--- config.mk ---
export PLATFORM = sky130hd
export DESIGN_NAME = blink_sequencer
export DESIGN_NICKNAME = d
export VERILOG_FILES = /design/src/rtl/blink_sequencer.sv
export SDC_FILE = /design/constraint.sdc
export NUM_CORES = 1
export LEC_CHECK = 0
export ABC_CLOCK_PERIOD_IN_PS = 6600
export CORE_MARGIN = 3
export CORE_UTILIZATION = 45
export DETAILED_ROUTE_END_ITERATION = 16
export DONT_BUFFER_PORTS = 1
export SKIP_LAST_GASP = 1
export SLEW_MARGIN = 20
export SYNTH_ARGS = -nofsm -noshare
export SYNTH_HDL_FRONTEND = slang
export SYNTH_SLANG_ARGS = --single-unit
export TNS_END_PERCENT = 50
--- constraint.sdc ---
create_clock -name clock_in -period 6.6 [get_ports clock_in]
set_clock_uncertainty 0.15 [all_clocks]
set_input_delay 1.65 -clock clock_in [delete_from_list [all_inputs] [get_ports clock_in]]
set_output_delay 1.65 -clock clock_in [all_outputs]
set_load 0.02 [all_outputs]
--- src/rtl/blink_sequencer.sv ---
// Parametrised LED blink sequencer: programmable on/off/gap timing, blink bursts,
// channel mask, single-shot or repeat mode, and abort.
module blink_sequencer #(
    parameter int CNT_W    = 8,
    parameter int TMR_W    = 16,
    parameter int CHANNELS = 4
) (
    input  logic                clock_in,
    input  logic                reset_in,
    input  logic                start_in,
    input  logic                stop_in,
    input  logic                mode_in,
    input  logic [CNT_W-1:0]    blink_count_in,
    input  logic [TMR_W-1:0]    on_time_in,
    input  logic [TMR_W-1:0]    off_time_in,
    input  logic [TMR_W-1:0]    gap_time_in,
    input  logic [CHANNELS-1:0] channel_mask_in,
    output logic [CHANNELS-1:0] led_out,
    output logic                busy_out,
    output logic                done_out,
    output logic [CNT_W-1:0]    blinks_left_out,
    output logic [2:0]          state_out
);

    typedef enum logic [2:0] {
        ST_READY = 3'b000,
        ST_LOAD  = 3'b001,
        ST_ON    = 3'b010,
        ST_DEC   = 3'b011,
        ST_OFF   = 3'b100,
        ST_GAP   = 3'b101,
        ST_DONE  = 3'b110
    } state_t;

    state_t              state_q, state_d;
    logic [TMR_W-1:0]    timer_q, timer_d;
    logic [CNT_W-1:0]    count_q, count_d;
    logic                load_cfg;

    logic                mode_q;
    logic [CNT_W-1:0]    count_cfg_q;
    logic [TMR_W-1:0]    on_q, off_q, gap_q;
    logic [CHANNELS-1:0] mask_q;

    logic                timer_zero;
    assign timer_zero = (timer_q == '0);

    // NOTE: sequential state uses non-blocking assignments so every register samples
    // pre-edge values; blocking here would create order-dependent simulation races.
    always_ff @(posedge clock_in or negedge reset_in) begin
        if (!reset_in) begin
            state_q     <= ST_READY;
            timer_q     <= '0;
            count_q     <= '0;
            mode_q      <= 1'b0;
            count_cfg_q <= '0;
            on_q        <= '0;
            off_q       <= '0;
            gap_q       <= '0;
            mask_q      <= '0;
        end else begin
            state_q <= state_d;
            timer_q <= timer_d;
            count_q <= count_d;
            if (load_cfg) begin
                mode_q      <= mode_in;
                count_cfg_q <= blink_count_in;
                on_q        <= on_time_in;
                off_q       <= off_time_in;
                gap_q       <= gap_time_in;
                mask_q      <= channel_mask_in;
            end
        end
    end

    // NOTE: every variable gets a default before the case so no path can infer a latch.
    always_comb begin
        state_d  = state_q;
        timer_d  = timer_q;
        count_d  = count_q;
        load_cfg = 1'b0;
        case (state_q)
            ST_READY: begin
                if (start_in && !stop_in && (blink_count_in != '0)) begin
                    state_d  = ST_LOAD;
                    load_cfg = 1'b1;
                    count_d  = blink_count_in;
                end
            end
            ST_LOAD: begin
                timer_d = on_q;
                state_d = ST_ON;
            end
            ST_ON: begin
                if (timer_zero) state_d = ST_DEC;
                else            timer_d = timer_q - TMR_W'(1);
            end
            ST_DEC: begin
                if (count_q != '0) count_d = count_q - CNT_W'(1);
                if (count_q <= CNT_W'(1)) begin
                    state_d = ST_GAP;
                    timer_d = gap_q;
                end else begin
                    state_d = ST_OFF;
                    timer_d = off_q;
                end
            end
            ST_OFF: begin
                if (timer_zero) begin
                    state_d = ST_ON;
                    timer_d = on_q;
                end else begin
                    timer_d = timer_q - TMR_W'(1);
                end
            end
            ST_GAP: begin
                if (!timer_zero) begin
                    timer_d = timer_q - TMR_W'(1);
                end else if (mode_q) begin
                    state_d = ST_ON;
                    timer_d = on_q;
                    count_d = count_cfg_q;
                end else begin
                    state_d = ST_DONE;
                end
            end
            ST_DONE: state_d = ST_READY;
            default: state_d = ST_READY;
        endcase

        // Abort overrides everything; timer and count simply hold.
        if (stop_in && (state_q != ST_READY)) begin
            state_d = ST_READY;
            timer_d = timer_q;
            count_d = count_q;
        end
    end

    always_comb begin
        led_out         = ((state_q == ST_ON) || (state_q == ST_DEC)) ? mask_q : '0;
        busy_out        = (state_q != ST_READY);
        done_out        = (state_q == ST_DONE) ||
                          ((state_q == ST_GAP) && timer_zero && mode_q && !stop_in);
        blinks_left_out = count_q;
        state_out       = state_q;
    end

endmodule

==> results by group, run 1 <==
Floorplan
  – Num rows: 36
  – Ports: 82
  – Std-Cell Core Area: 0.0100 sq mm
  – Starting Density: 47.4%
  – Chip width: 109 um
  – Full die area: 0.0118 sq mm
  – Die Y: 109 um

Pwr
  – Clock Power Share: 17.0%
  – Switch share: 39.0%
  – Worst VDD drop: 0.194 mV
  – Seq pwr share: 44.7%
  – Gate power share: 38.3%
  – Internal power: 1.46 mW
  – LEAKAGE: 1.96 nW
  – Total power per unit cell area: 475 mW/mm^2
  – Sw power: 0.933 mW
  – Total chip power: 2.39 mW

Setup path
  – CP endpoint kind: output port
  – Setup Crit Path Kind: reg -> out
  – Critical path peak fanout: 10
  – Reg2reg setup slack: 3.32 ns
  – FF-to-FF Start: state_out[1]
  – Worst Path Arrival: 2.68 ns
  – Worst R2R End: timer_q[9]
  – Startpoint type of the worst setup path: register
  – Worst setup path start: timer_q[6]
  – CP required: 4.80 ns
  – Worst Setup EP: done_out
  – R2R cell count: 7

Final layout
  – Final #Nets: 501
  – N_diodes: 0
  – Layout Utilization: 50.3%
  – Commonest non-fill, non-tap cell in the layout: dfrtp_1
  – Fillers: 953
  – Area Growth Syn to Fin: 6.04%
  – Commonest cells after routing, fill and taps aside: dfrtp_1, mux2_2, a21oi_1, nand2_1, nor2_1
  – Ratio of cells with drive above 1 in the final layout: 22.6%

STA
  – RSZ-0062 raised after global routing: false
  – FMAX: 223 MHz
  – Slew @ Worst Pin: 1.02 ns
  – Post-route clock period utilization: 67.8%
  – Final setup violation count: 0
  – Count of final max-slew check failures: 0
  – Relative slew slack: 31.4%
  – Final-report hold violation count: 0
  – Minimum clock period: 4.48 ns
  – Setup TNS: 0 ns

Clock tree
  – Root Driver: clkbuf_8
  – Worst skew pair latency: 0.36 ns
  – Number of CTS-inserted buffers: 9
  – Clock Path Buffers: 2
  – CTS tree: done
  – Clock sinks: 88
  – H-tree depth: 3
  – # hold bufs at CTS: 0
  – Post-CTS Resized: 0
  – Worst-path clk slew: 0.09 ns
  – Post-CTS setup buffer count: 0

Route
  – WL final: 11.1 mm
  – Via Count: 3505
  – Via density: 6.19
  – Remaining antenna violation count: 0
  – Initial DRC count: 255
  – Drt wl/cell: 19.7 um
  – DRC: 0
  – 1st-pass router iterations: 4

Worst hold path
  – Hold path depth: 1
  – HP Class: reg -> reg

Job
  – Max_cap viols: 0

Placement
  – Gp weighted congestion: 0.816
  – HPWL after DPL: 7.60 mm
  – Port bufs: 0

Global routing
  – Total gr overflow: 0
  – Initial antenna violation count: 1
  – Gr usage total: 19.9%
  – First-pass GRT wire length: 18.2 mm
  – Number of global-route vias before repair: 3445
  – Largest net degree at the start of global routing: 89

Outcome
  – Status: finished clean

Synthesis
  – Syn Nets: 516
  – Area leader, netlist: dfrtp_1
  – Yosys warning count: 0
  – Mapped Area: 0.00474 sq mm
  – Post-synthesis cell type count: 49
  – Syn avg cell area: 10.7 sq um
  – Share of the synthesized area in the top cell type: 46.4%
  – Ranking of synthesized cells by area: dfrtp_1, mux2_2, a21oi_1, nand2_1, o21ai_0
  – FF+latch count, synth: 88
  – Sequential-to-total area share from yosys stat: 46.4%
  – Post-Synthesis Cells: 443
cell families (layout without fill, tap and decap cells):
kind of cell	Yosys count	after routing	share of synthesized area, %
buffers and inverters	43	33	4.11
adder cells (fa/ha/maj)	8	8	2.11
XOR/XNOR	5	5	0.923
multiplexers	77	77	18.1
AND/OR/NAND/NOR	109	109	12.2
AO/OA/AOI/OAI	113	113	16.1
flip-flops	88	88	46.4
state kept, by name (all words and copies together), names as in the netlist, 3 cells and up:
register,cells
gap_q,16
blinks_left_out,8
on_q,16
off_q,16
count_cfg_q,8
state_out,3
mask_q,4
timer_q,16
per-stage QoR:
stage | hold WS (ns) | instances | worst slack (ns) | instance area (sq um)
2_1_floorplan | 0.313 | 443 | 2.37 | 4740
3_3_place_gp | 0.334 | 550 | 2.50 | 4820
3_5_place_dp | 0.340 | 550 | 2.48 | 4820
4_1_cts | 0.361 | 566 | 2.11 | 5030
5_1_grt | 0.375 | 566 | 1.98 | 5030
6_report | 0.355 | 566 | 2.12 | 5030
power by group through the flow:
stage / clock (mW) / sequential, mW / combinational [mW]
6_report: 0.406 / 1.07 / 0.915
2_1_floorplan: 0 / 0.988 / 0.806
5_1_grt: 0.438 / 1.11 / 1.03
4_1_cts: 0.415 / 1.07 / 0.918
3_5_place_dp: 0 / 1.08 / 0.913
3_3_place_gp: 0 / 1.07 / 0.895
worst max-delay path, cell delays in order, from the launching register on:
cell and delay (ns):
dfrtp_1 0.43, or4_1 0.74, nor4_4 0.67, a21oi_1 0.15, nor2_1 0.33
area by class of cell:
cell class	count	area [sq um]	share of cell area, %
Clock buffer	11	131	2.61
Clock inverter	5	81.3	1.62
Inverter	13	48.8	0.970
Multi-Input combinational cell	312	2370	47.1
Sequential cell	88	2200	43.8
Tap cell	133	166	3.31
Timing Repair Buffer	4	30.0	0.597
how the worst min path moves through the flow:
stage                            from           to  slack (ns)
after floorplan           timer_q[15]  timer_q[15]        0.31
after global placement      mask_q[2]    mask_q[2]        0.33
after detailed placement  timer_q[15]  timer_q[15]        0.34
after CTS                    gap_q[6]     gap_q[6]        0.36
after global routing         off_q[5]     off_q[5]        0.38
final                        off_q[5]     off_q[5]        0.36
cells in the mapped netlist, drive strengths merged:
library cell  instances
a221o                 2
o41ai                 2
nand3b                2
a21boi                1
nor4b                 1
a222oi                4
a31oi                 2
nand2                28
o22ai                 7
nor4bb                1
xnor2                 2
a21oi                31
clkinv                1
dfrtp                88
o21bai                4
or2                   4
nand3                 4
o31ai                 9
and2                  4
a211oi                8
nand4                 6
a2111oi               2
or3                   2
nor4                  9
a21o                  3
inv                  12
a221oi               11
xor2                  3
buf                  15
or4                   8
a22oi                 3
or3b                  3
clkbuf               15
o21ai                22
mux2i                 9
mux2                 68
nand2b                3
and3b                 1
nor3                  9
nor2                 24
o2bb2ai               2
ha                    8
layer usage:
metal  track usage (%)  up-vias  wire (um)
met2              27.9       84       4950
met5                 0        -         20
met4              4.42        2         95
met3              7.10        8        751
met1              29.5     1783       5330
li1                  -     1628          -
Note: power is estimated with default switching activity, not from simulation.
==> run 2: changes to the inputs <==
Settings changed: ABC_CLOCK_PERIOD_IN_PS 6600 to 4600.
Clock period 6.6 ns to 4.6 ns, I/O delays scaled along.
==> run 2 against run 1 <==
Sequential power increased by 44%. Final cell count grew 0.18%. Via count shrank 0.71%. Core utilization is 0.34 points lower. Register-to-register slack got worse by 2.0 ns. Wire length up 0.97%. Clock power up 19%. Critical path depth is 1 higher. Non-clock buffer count grew 1. Combinational power up 43%. Critical endpoint unchanged. Power grew 40%. Worst hold slack worse by 0.028 ns.
==> results by group, run 2 (synthesis gave the netlist of run 1 again) <==
Outcome
  – Status: finished clean

Route
  – Via density: 6.14 (-0.89%)
  – 1st-pass router iterations: 5 (+1)
  – Initial DRC count: 294 (+15%)
  – Via Count: 3480 (-0.71%)
  – Remaining antenna violation count: 0 (unchanged)
  – Drt wl/cell: 19.8 um (+0.79%)
  – DRC: 0 (unchanged)
  – WL final: 11.3 mm (+0.97%)

Placement
  – HPWL after DPL: 7.75 mm (+2.0%)
  – Port bufs: 0 (unchanged)
  – Placed cells: 551 (+0.18%)
  – Gp weighted congestion: 0.867 (+6.3%)

Pwr
  – LEAKAGE: 1.95 nW (-0.65%)
  – Total power per unit cell area: 667 mW/mm^2 (+40%)
  – Worst VDD drop: 0.263 mV (+36%)

Final layout
  – Area Growth Syn to Fin: 5.33%
  – Final #Nets: 502 (+0.20%)
  – Final Non-Filler Cells: 567 (+0.18%)
  – Commonest non-fill, non-tap cell in the layout: dfrtp_1
  – N_diodes: 0 (unchanged)
  – Commonest cells after routing, fill and taps aside: dfrtp_1, mux2_2, a21oi_1, nand2_1, nor2_1
  – Ratio of cells with drive above 1 in the final layout: 23.3% (+0.64 points)

Setup path
  – Critical path peak fanout: 10 (unchanged)
  – CP required: 3.30 ns (-1.50 ns)
  – Reg2reg setup slack: 1.36 ns (-1.96 ns)
  – Worst Path Arrival: 2.46 ns (-0.22 ns)
  – Worst setup path start: timer_q[6]
  – FF-to-FF Start: state_out[1]
  – Setup Crit Path Kind: reg -> out
  – Worst R2R End: timer_q[0]
  – CP endpoint kind: output port
  – R2R cell count: 7 (unchanged)
  – Startpoint type of the worst setup path: register
  – Worst Setup EP: done_out

STA
  – Final setup violation count: 0 (unchanged)
  – RSZ-0062 raised after global routing: false
  – Worst hold slack: 0.328 ns (-0.0277 ns)
  – FMAX: 266 MHz
  – Minimum clock period: 3.76 ns
  – Slew @ Worst Pin: 0.908 ns (-0.112 ns)
  – Final-report hold violation count: 0 (unchanged)
  – Count of final max-slew check failures: 0 (unchanged)
  – Setup TNS: 0 ns (unchanged)
  – Post-route clock period utilization: 81.7%
  – Relative slew slack: 39.5% (+8.1 points)

Global routing
  – Total gr overflow: 0 (unchanged)
  – Largest net degree at the start of global routing: 89 (unchanged)
  – Number of global-route vias before repair: 3383 (-1.8%)
  – Gr usage total: 19.7% (-0.15 points)
  – Initial antenna violation count: 1 (unchanged)
  – First-pass GRT wire length: 18.0 mm (-1.3%)

Floorplan
  – Full die area: 0.0118 sq mm (unchanged)
  – Starting Density: 47.4% (unchanged)
  – Num rows: 36 (unchanged)
  – Die Y: 109 um (unchanged)
  – Std-Cell Core Area: 0.0100 sq mm (unchanged)
  – Chip width: 109 um (unchanged)
  – Ports: 82 (unchanged)

Clock tree
  – CTS tree: done
  – Worst skew pair latency: 0.36 ns (about the same)
  – H-tree depth: 3 (unchanged)
  – # hold bufs at CTS: 0 (unchanged)
  – Root Driver: clkbuf_8
  – Number of CTS-inserted buffers: 9 (unchanged)
  – Worst-path clk slew: 0.09 ns (about the same)
  – Post-CTS Resized: 0 (unchanged)
  – Clock sinks: 88 (unchanged)
  – Clock Path Buffers: 2 (unchanged)
  – Post-CTS setup buffer count: 0 (unchanged)

Worst hold path
  – HP Class: in -> async

Job
  – Max_cap viols: 0 (unchanged)
-- run 2: layout make-up --
cell class	instances	area, sq um
fillers	931	5000
multi-input cells	312	2370
flip-flops and latches	88	2200
well taps	133	166
clock buffers	9	124
inverters	13	48.8
clock inverters	7	47.5
repair buffers	5	37.5
-- run 2: worst min-delay path by stage --
stage                     slack, ns  depth (start not counted)      endpoint         from
after floorplan                0.31                          1   timer_q[15]  timer_q[15]
after global placement         0.33                          1     mask_q[2]    mask_q[2]
after detailed placement       0.34                          1   timer_q[15]  timer_q[15]
after CTS                      0.31                          0  state_out[2]     reset_in
after global routing           0.30                          0  state_out[2]     reset_in
final                          0.33                          0        mode_q     reset_in
-- run 2: routing by layer --
layer | wire length (um) | vias to the layer above | GRT usage (%) | part of all wire (%)
met5 | 18 | - | 0 | 0.16
met4 | 114 | 2 | 5.86 | 1.0
met3 | 937 | 12 | 6.99 | 8.3
met2 | 4920 | 111 | 27.4 | 44
met1 | 5260 | 1731 | 29.0 | 47
li1 | - | 1624 | - | -
-- run 2: power breakdown --
group | switching (mW) | internal, mW
Combinational | 0.689 | 0.622
Sequential | 0.377 | 1.16
Clock | 0.287 | 0.196
-- run 2: critical path, stage by stage, from the launching register on --
cell and delay (ns):
dfrtp_1 0.42, or4_1 0.74, nor4_4 0.33, buf_4 0.21
a21oi_1 0.08, nor2_1 0.33
-- run 2: metrics by stage --
stage	setup slack [ns]	util, %	instance area (sq um)	total power, mW
global placement	1.26	48.2	4820	2.82
detailed placement	1.22	48.2	4820	2.86
CTS	0.832	50.0	5000	3.35
finish	0.843	50.0	5000	3.33
floorplan	1.34	-	4740	2.57
global route	0.725	50.0	5000	3.58
==> run 3: changes to the inputs <==
Settings changed: ABC_CLOCK_PERIOD_IN_PS 4600 to 3100.
Clock period 4.6 ns to 3.1 ns, I/O delays scaled along.
==> run 3 against run 2 <==
Combinational power increased by 69%. Sequential power increased by 45%. Final area increased by 4.4%. Register-to-register slack got worse by 0.98 ns. Wire length increased by 1.9%. First-iteration DRC count decreased by 42%. Critical path depth increased by 2. Global-route usage increased by 0.38 points. Sequential cell count unchanged. Worst setup slack got worse by 0.75 ns. Sequential share of layout area decreased by 1.8 points.
==> results by group, run 3 (synthesis gave the netlist of run 1 again) <==
Floorplan
  – Die Y: 109 um (unchanged)
  – Full die area: 0.0118 sq mm (unchanged)
  – Chip width: 109 um (unchanged)
  – Starting Density: 47.4% (unchanged)
  – Num rows: 36 (unchanged)
  – Ports: 82 (unchanged)
  – Std-Cell Core Area: 0.0100 sq mm (unchanged)

Pwr
  – Total power per unit cell area: 1020 mW/mm^2 (+53%)
  – Total chip power: 5.32 mW (+60%)
  – LEAKAGE: 2.06 nW (+5.9%)
  – Worst VDD drop: 0.421 mV (+60%)

Global routing
  – First-pass GRT wire length: 18.6 mm (+3.7%)
  – Largest net degree at the start of global routing: 89 (unchanged)
  – Gr usage total: 20.1% (+0.38 points)
  – Total gr overflow: 0 (unchanged)
  – Initial antenna violation count: 2 (+1)
  – Number of global-route vias before repair: 3577 (+5.7%)

Clock tree
  – Worst skew pair latency: 0.36 ns (about the same)
  – H-tree depth: 3 (unchanged)
  – Root Driver: clkbuf_8
  – Number of CTS-inserted buffers: 9 (unchanged)
  – Clock sinks: 88 (unchanged)
  – CTS tree: done
  – Clock Path Buffers: 2 (unchanged)
  – Worst-path clk slew: 0.09 ns (about the same)

Route
  – DRC: 0 (unchanged)
  – Remaining antenna violation count: 0 (unchanged)
  – WL final: 11.5 mm (+1.9%)
  – 1st-pass router iterations: 5 (unchanged)
  – Via Count: 3530 (+1.4%)
  – Drt wl/cell: 19.6 um (-1.1%)
  – Initial DRC count: 170 (-42%)
  – Via density: 6.04 (-1.5%)

STA
  – Slew @ Worst Pin: 0.935 ns (+0.0271 ns)
  – RSZ-0062 raised after global routing: true
  – Post-route clock period utilization: 96.9%
  – Worst hold slack: 0.138 ns (-0.190 ns)
  – Final setup violation count: 0 (unchanged)
  – Count of final max-slew check failures: 0 (unchanged)
  – FMAX: 333 MHz
  – Final-report hold violation count: 0 (unchanged)
  – Minimum clock period: 3.00 ns
  – Post-layout worst setup margin: 0.0967 ns (-0.746 ns)
  – Relative slew slack: 37.6% (-1.8 points)
  – Setup TNS: 0 ns (unchanged)

Placement
  – Port bufs: 0 (unchanged)
  – HPWL after DPL: 8.00 mm (+3.2%)
  – Post-Place Setup Slack: 0.330 ns (-0.890 ns)
  – Gp weighted congestion: 0.818 (-5.7%)
  – Placed cell areas: 0.00495 sq mm (+2.5%)

Final layout
  – Commonest cells after routing, fill and taps aside: dfrtp_1, mux2_2, a21oi_1, nand2_1, nor2_1
  – Ratio of cells with drive above 1 in the final layout: 26.4% (+3.2 points)
  – Area Growth Syn to Fin: 9.97%
  – Fin area: 0.00522 sq mm (+4.4%)
  – Commonest non-fill, non-tap cell in the layout: dfrtp_1
  – Final #Nets: 518 (+3.2%)

Setup path
  – Critical path peak fanout: 3 (-7)
  – Setup Crit Path Kind: reg -> out
  – Startpoint type of the worst setup path: register
  – Worst setup path start: timer_q[1]
  – FF-to-FF Start: state_out[1]
  – CP required: 2.17 ns (-1.13 ns)
  – CP endpoint kind: output port
  – Worst Path Arrival: 2.08 ns (-0.38 ns)

Worst hold path
  – HP Class: in -> async

Job
  – Max_cap viols: 0 (unchanged)

Outcome
  – Status: finished clean
[run 3: critical path, cell delays in order, from the launching register on]
cell	delay (ns)
dfrtp_1	0.40
inv_1	0.11
ha_1	0.15
or3b_4	0.40
nor4_4	0.31
a21oi_1	0.11
nor2_1	0.09
buf_4	0.15
[run 3: power by group]
group          internal (mW)  switching (mW)
clock                  0.455           0.416
combinational           1.07            1.15
sequential              1.72           0.513
[run 3: area by class of cell]
class                      instances  area, sq um
fill                             928         4780
multi-input combinational        312         2380
sequential                        88         2200
timing repair buffer              21          203
tap                              133          166
clock buffer                      11          131
clock inverter                     5         81.3
inverter                          13         48.8
antenna                            1         2.50
[run 3: metrics by stage]
stage | util (%) | cells
5_1_grt | 52.2 | 584
4_1_cts | 51.9 | 581
3_3_place_gp | 49.5 | 564
2_1_floorplan | - | 443
3_5_place_dp | 49.5 | 564
6_report | 52.2 | 584
[run 3: layer usage]
| metal | global-route usage, % | vias up | share of wire [%] |
|---|---|---|---|
| met2 | 28.7 | 102 | 45 |
| met1 | 29.4 | 1753 | 47 |
| met4 | 7.48 | 2 | 0.99 |
| met5 | 0 | - | 0.11 |
| met3 | 5.33 | 10 | 6.5 |
| li1 | - | 1663 | - |
[run 3: path summary, 6_finish.rpt]
check / end / slack [ns] / cells after the start
max: done_out / 0.1 / 7
min: timer_q[15] / 0.14 / 1
max reg2reg: timer_q[15] / 0.38 / 8
min reg2reg: gap_q[8] / 0.36 / 1
max in group asynchronous: off_q[14] / 2.27 / 1
min in group clock_in: state_out[2] / 0.32 / 1
[run 3: what timing repair did]
action                                 in CTS  in global routing
pin swaps                                   1                  1
hold buffers                                1                  0
endpoints found under the hold margin      88                  0
setup endpoints to repair                   1                  3
resized for setup                           1                  4
buffers inserted                            0                  2
